## src/rtl/sync_xfer_arbiter.sv

```systemverilog
// Round-robin arbiter sharing one 4-phase req/ack CDC channel; xfer_req rises the cycle after req is sampled.
// Requesters hold req until their done pulse; the optional ack timeout is enabled by SYNC_XFER_TIMEOUT_EN.
module sync_xfer_arbiter #(
    parameter int NUM_REQ        = 4,
    parameter int DATA_W         = 8,
    parameter int TIMEOUT_CYCLES = 64
) (
    input  logic                      clk,
    input  logic                      reset,
    input  logic [NUM_REQ-1:0]        req,
    input  logic [NUM_REQ*DATA_W-1:0] req_data,
    output logic [NUM_REQ-1:0]        done,
    output logic                      xfer_req,
    output logic [DATA_W-1:0]         xfer_data,
    input  logic                      xfer_ack_sync,
    output logic                      busy,
    output logic                      xfer_err
);
    localparam int SEL_W = $clog2(NUM_REQ);

    typedef enum logic [1:0] {IDLE, REQ_HI, REQ_LO} state_t;

    if (NUM_REQ < 2 || NUM_REQ > 8 || TIMEOUT_CYCLES < 2) begin : g_bad_param
        $error("sync_xfer_arbiter: NUM_REQ must be 2..8 and TIMEOUT_CYCLES >= 2");
    end

    state_t              state_q, state_d;
    logic [SEL_W-1:0]    sel_q, sel_d;
    logic [SEL_W-1:0]    rr_ptr_q, rr_ptr_d;
    logic                xfer_req_q, xfer_req_d;
    logic [DATA_W-1:0]   xfer_data_q, xfer_data_d;
    logic [NUM_REQ-1:0]  done_q, done_d;
    logic                busy_q, busy_d;
    logic                err_q, err_d;
    logic [SEL_W-1:0]    winner;
    logic                win_found;
    int                  scan_idx;
    logic                timed_out;
    logic                to_flag;

`ifdef SYNC_XFER_TIMEOUT_EN
    localparam int CNT_W = $clog2(TIMEOUT_CYCLES);
    logic [CNT_W-1:0] cnt_q, cnt_d;
    logic             to_q, to_d;

    assign timed_out = !xfer_ack_sync && (cnt_q == CNT_W'(TIMEOUT_CYCLES - 1));
    assign to_flag   = to_q;

    // Counter is held at zero in IDLE, so it starts from zero on every REQ_HI entry.
    always_comb begin
        cnt_d = cnt_q;
        to_d  = to_q;
        if (state_q == IDLE) begin
            cnt_d = '0;
        end else if (state_q == REQ_HI && !xfer_ack_sync && !timed_out) begin
            cnt_d = cnt_q + 1'b1;
        end
        if (state_q == REQ_HI && timed_out) begin
            to_d = 1'b1;
        end else if (state_q == REQ_LO && !xfer_ack_sync) begin
            to_d = 1'b0;
        end
    end
`else
    assign timed_out = 1'b0;
    assign to_flag   = 1'b0;
`endif

    // Circular scan starting at rr_ptr; first set request wins.
    always_comb begin
        winner    = '0;
        win_found = 1'b0;
        scan_idx  = 0;
        for (int k = 0; k < NUM_REQ; k++) begin
            scan_idx = int'(rr_ptr_q) + k;
            if (scan_idx >= NUM_REQ) begin
                scan_idx = scan_idx - NUM_REQ;
            end
            if (!win_found && req[SEL_W'(scan_idx)]) begin
                win_found = 1'b1;
                winner    = SEL_W'(scan_idx);
            end
        end
    end

    always_comb begin
        state_d     = state_q;
        sel_d       = sel_q;
        rr_ptr_d    = rr_ptr_q;
        xfer_req_d  = xfer_req_q;
        xfer_data_d = xfer_data_q;
        done_d      = '0;
        err_d       = 1'b0;
        case (state_q)
            IDLE: begin
                // The done cycle is skipped so a requester can drop req before it is re-arbitrated.
                if (win_found && (done_q == '0)) begin
                    sel_d       = winner;
                    xfer_data_d = req_data[int'(winner)*DATA_W +: DATA_W];
                    xfer_req_d  = 1'b1;
                    state_d     = REQ_HI;
                end
            end
            REQ_HI: begin
                if (xfer_ack_sync || timed_out) begin
                    xfer_req_d = 1'b0;
                    state_d    = REQ_LO;
                end
            end
            REQ_LO: begin
                if (!xfer_ack_sync) begin
                    done_d[sel_q] = 1'b1;
                    err_d         = to_flag;
                    rr_ptr_d      = (sel_q == SEL_W'(NUM_REQ - 1)) ? '0 : sel_q + 1'b1;
                    state_d       = IDLE;
                end
            end
            default: state_d = IDLE;
        endcase
        busy_d = (state_d != IDLE);
    end

    always_ff @(posedge clk) begin
        if (reset) begin
            state_q     <= IDLE;
            sel_q       <= '0;
            rr_ptr_q    <= '0;
            xfer_req_q  <= 1'b0;
            xfer_data_q <= '0;
            done_q      <= '0;
            busy_q      <= 1'b0;
            err_q       <= 1'b0;
`ifdef SYNC_XFER_TIMEOUT_EN
            cnt_q       <= '0;
            to_q        <= 1'b0;
`endif
        end else begin
            state_q     <= state_d;
            sel_q       <= sel_d;
            rr_ptr_q    <= rr_ptr_d;
            xfer_req_q  <= xfer_req_d;
            xfer_data_q <= xfer_data_d;
            done_q      <= done_d;
            busy_q      <= busy_d;
            err_q       <= err_d;
`ifdef SYNC_XFER_TIMEOUT_EN
            cnt_q       <= cnt_d;
            to_q        <= to_d;
`endif
        end
    end

    assign done      = done_q;
    assign xfer_req  = xfer_req_q;
    assign xfer_data = xfer_data_q;
    assign busy      = busy_q;
    assign xfer_err  = err_q;

endmodule

```

## config.mk

```make
export PLATFORM = sky130hd
export DESIGN_NAME = sync_xfer_arbiter
export DESIGN_NICKNAME = d
export VERILOG_FILES = /design/src/rtl/sync_xfer_arbiter.sv
export SDC_FILE = /design/constraint.sdc
export NUM_CORES = 1
export LEC_CHECK = 0
export CORE_ASPECT_RATIO = 1.25
export CORE_UTILIZATION = 41
export CTS_BUF_LIST = sky130_fd_sc_hd__clkbuf_2
export CTS_CLUSTER_DIAMETER = 200
export CTS_CLUSTER_SIZE = 25
export DETAILED_ROUTE_END_ITERATION = 10
export PLACE_DENSITY_LB_ADDON = 0.08
export SLEW_MARGIN = 5
export SYNTH_ARGS = -nofsm -noshare
export SYNTH_HDL_FRONTEND = slang
export SYNTH_SLANG_ARGS = --single-unit
```

## constraint.sdc

```tcl
create_clock -name clk -period 2.1 [get_ports clk]
set_input_delay 0.42 -clock clk [delete_from_list [all_inputs] [get_ports clk]]
set_output_delay 0.42 -clock clk [all_outputs]
set_load 0.05 [all_outputs]
```

==> impl_results.rst <==
.. list-table::
   :header-rows: 1

   * - Metric
     - Value
   * - Status
     - completed
   * - Wire length of the first global-routing pass
     - 3730 um
   * - Total of hold buffers inserted after clock tree synthesis
     - 0
   * - Ratio of cells with drive above 1 in the final layout
     - 0.0904
   * - Required time worst endpoint
     - 2.34 ns
   * - Syn avg cell area
     - 9.65 um2
   * - Floorplan die width
     - 47.5 um
   * - Syn Nets
     - 153
   * - Worst reg2reg setup slack
     - 0.09 ns
   * - TritonCTS buffer count
     - 3
   * - Floorplan Core Area
     - 2450 um2
   * - Clock latency on the worst-skew pair
     - 0.32 ns
   * - Cell types with the largest area share after synthesis
     - dfxtp_1 38%, mux2i_1 18%, nand3b_1 6.4%, o221ai_1 5.8%, ha_1 4.7%
   * - Starting DRC count in detailed routing
     - 18
   * - Primary FF master, synth
     - dfxtp_1
   * - M2 GR Usage
     - 0.327
   * - Worst-case clock buffer depth
     - 2
   * - Portion of the clock cycle consumed by the worst path in the final layout
     - 0.956
   * - Placed cell area
     - 1650 um2
   * - Worst Skew
     - 0.0124 ns
   * - Critical path fanouts, max
     - 8
   * - Count of final hold-check violations
     - 0
   * - Max Cap Viol
     - 0
   * - Remaining design rule violation count
     - 0
   * - Endpoint type of the worst setup path
     - flip-flop
   * - Achievable frequency
     - 498 MHz
   * - Sequential element share of the synthesized area
     - 0.377
   * - Number of synthesis warnings
     - 0
   * - IO Port Bufs
     - 52
   * - Die area
     - 2800 um2
   * - Number of flip-flops and latches in the synthesized netlist
     - 20
   * - Number of instances in the synthesized netlist
     - 110
   * - Clock slew at reported path FFs
     - 0.19 ns
   * - Count of endpoints failing setup in the final report
     - 0
   * - Vias
     - 1,013
   * - Area delta synth->final
     - 57.8%
   * - Distinct cells, synth
     - 29
   * - Fraction of post-synthesis cell area in the top cell type by area
     - 0.377
   * - Area leader, netlist
     - dfxtp_1
   * - Maximum number of pins on one net before global-route repair
     - 18
   * - Nature of the critical path startpoint
     - flip-flop
   * - Routed wirelength normalized by instance count
     - 12.0 um
   * - Ys async rst share
     - 0
   * - Cts repair resizes
     - 0
   * - Met1 Use GR
     - 0.203
   * - Setup Total Neg Slack
     - 0 ns
   * - Count of standard-cell rows
     - 20
   * - Hold Path Class
     - flip-flop to flip-flop
   * - CTS tree
     - done
   * - Total congestion overflow after global routing
     - 0
   * - Startpoint-to-endpoint class of the critical path
     - flip-flop to flip-flop
   * - Antenna violations before repair
     - 0
   * - Leading cell type in the layout, fill and taps excluded
     - clkdlybuf4s50_1
   * - Post-route cell area
     - 1670 um2
   * - Number of global-route vias before repair
     - 932
   * - Top library cells by usage in the layout, fill and taps aside
     - 52 x clkdlybuf4s50_1, 20 x dfxtp_1, 19 x mux2i_1
   * - Total setup buffers inserted after CTS
     - 0
   * - Drt via density
     - 5.09
   * - Initial cell density of the core
     - 0.433
   * - Number of synthesized flops with an enable pin
     - 0
   * - Leakage power
     - 0.625 nW
   * - Height of the chip
     - 58.9 um
   * - Antenna Cells
     - 0
   * - Routing layer with the top usage in global route
     - met2
   * - Tmin final
     - 2.01 ns
   * - # clock sinks
     - 20
   * - Clock root buffer
     - clkbuf_2
   * - Deepest level of the CTS H-tree
     - 1
   * - Final GP Congestion
     - 0.807
   * - Wirelength, routed
     - 2390 um
   * - First-pass iteration count of the detailed router
     - 4
   * - Number of placed I/O pins
     - 54
   * - Nets
     - 210
   * - Worst IR Drop VDD
     - 0.335 mV
   * - Total power divided by cell area
     - 570 nW/um2
   * - Fillers
     - 224
   * - Unrepaired setup endpoints after global routing
     - no
   * - Global router's overall resource usage
     - 0.186
   * - Worst endpoint data arrival time
     - 2.25 ns
   * - Count of final max-slew check failures
     - 0
   * - Met3 Usage GRT
     - 0.0368
   * - Number of routed nets with antenna violations
     - 0
   * - Detail Placement HPWL
     - 1910 um
   * - Post-synthesis cell area
     - 1060 um2
==> metrics by stage <==
step	setup WS [ns]	hold WS, ns	total power, mW	utilization	instances
6_report	0.0933	0.510	0.954	0.683	199
5_1_grt	0.0192	0.558	1.00	0.683	199
4_1_cts	0.0290	0.506	0.959	0.682	199
3_5_place_dp	-0.0337	0.479	0.804	0.674	195
3_3_place_gp	-0.0265	0.466	0.798	0.674	195
2_1_floorplan	0.0319	0.463	0.647	-	110
==> cells in the mapped netlist, drive strengths merged, types with 2 or more instances <==
cell	number
a21oi	7
and2	4
buf	6
dfxtp	20
ha	4
inv	4
mux2i	19
nand2	4
nand2b	2
nand3b	9
nor2	7
nor3	2
o21a	2
o21ai	3
o221ai	8
or4	2
==> flip-flops by register name, indices dropped and copies added, names as in the netlist <==
register / flops
rr_ptr_q: 2
busy: 1
xfer_data: 8
sel_q: 2
state_q: 2
xfer_req: 1
done: 4
==> final timing paths <==
check,from,endpoint,depth (start not counted)
worst max register to register,state_q[1],xfer_data[7],5
worst min register to register,xfer_req,xfer_req,2
worst min-delay path,xfer_req,xfer_req,2
worst max-delay path,state_q[1],xfer_data[7],5
==> layer usage <==
| metal | wire length (um) | part of all wire |
|---|---|---|
| met5 | 0 | 0 |
| met1 | 918 | 0.38 |
| met2 | 1310 | 0.55 |
| met3 | 116 | 0.049 |
| met4 | 41 | 0.017 |
==> logic make-up after synthesis <==
group / synth area share
simple gates: 0.191
buf+inv: 0.0531
other cells: 0.00353
compound gates: 0.149
flops: 0.377
fa+ha+maj: 0.0472
mux: 0.179
==> worst max-delay path, cell delays in order (launching register included) <==
cell	delay, ns
dfxtp_1	0.35
or4_1	0.53
or4_1	0.56
nor2_4	0.14
nand2_2	0.14
o221ai_1	0.21
==> where the power goes <==
part           internal, mW  leakage [nW]  switching (mW)
Combinational         0.174         0.447           0.190
Sequential            0.412         0.164          0.0200
Clock                0.0414        0.0140           0.116
==> cell type report <==
| type | count | area, um2 | share of cell area |
|---|---|---|---|
| sequential | 20 | 400 | 0.239 |
| multi-input combinational | 79 | 613 | 0.366 |
| clock buffer | 3 | 15.0 | 0.00897 |
| inverter | 4 | 15.0 | 0.00897 |
| timing repair buffer | 59 | 586 | 0.350 |
| clock inverter | 1 | 3.75 | 0.00224 |
| tap | 33 | 41.3 | 0.0247 |
Power figures use the tool's default switching activity.
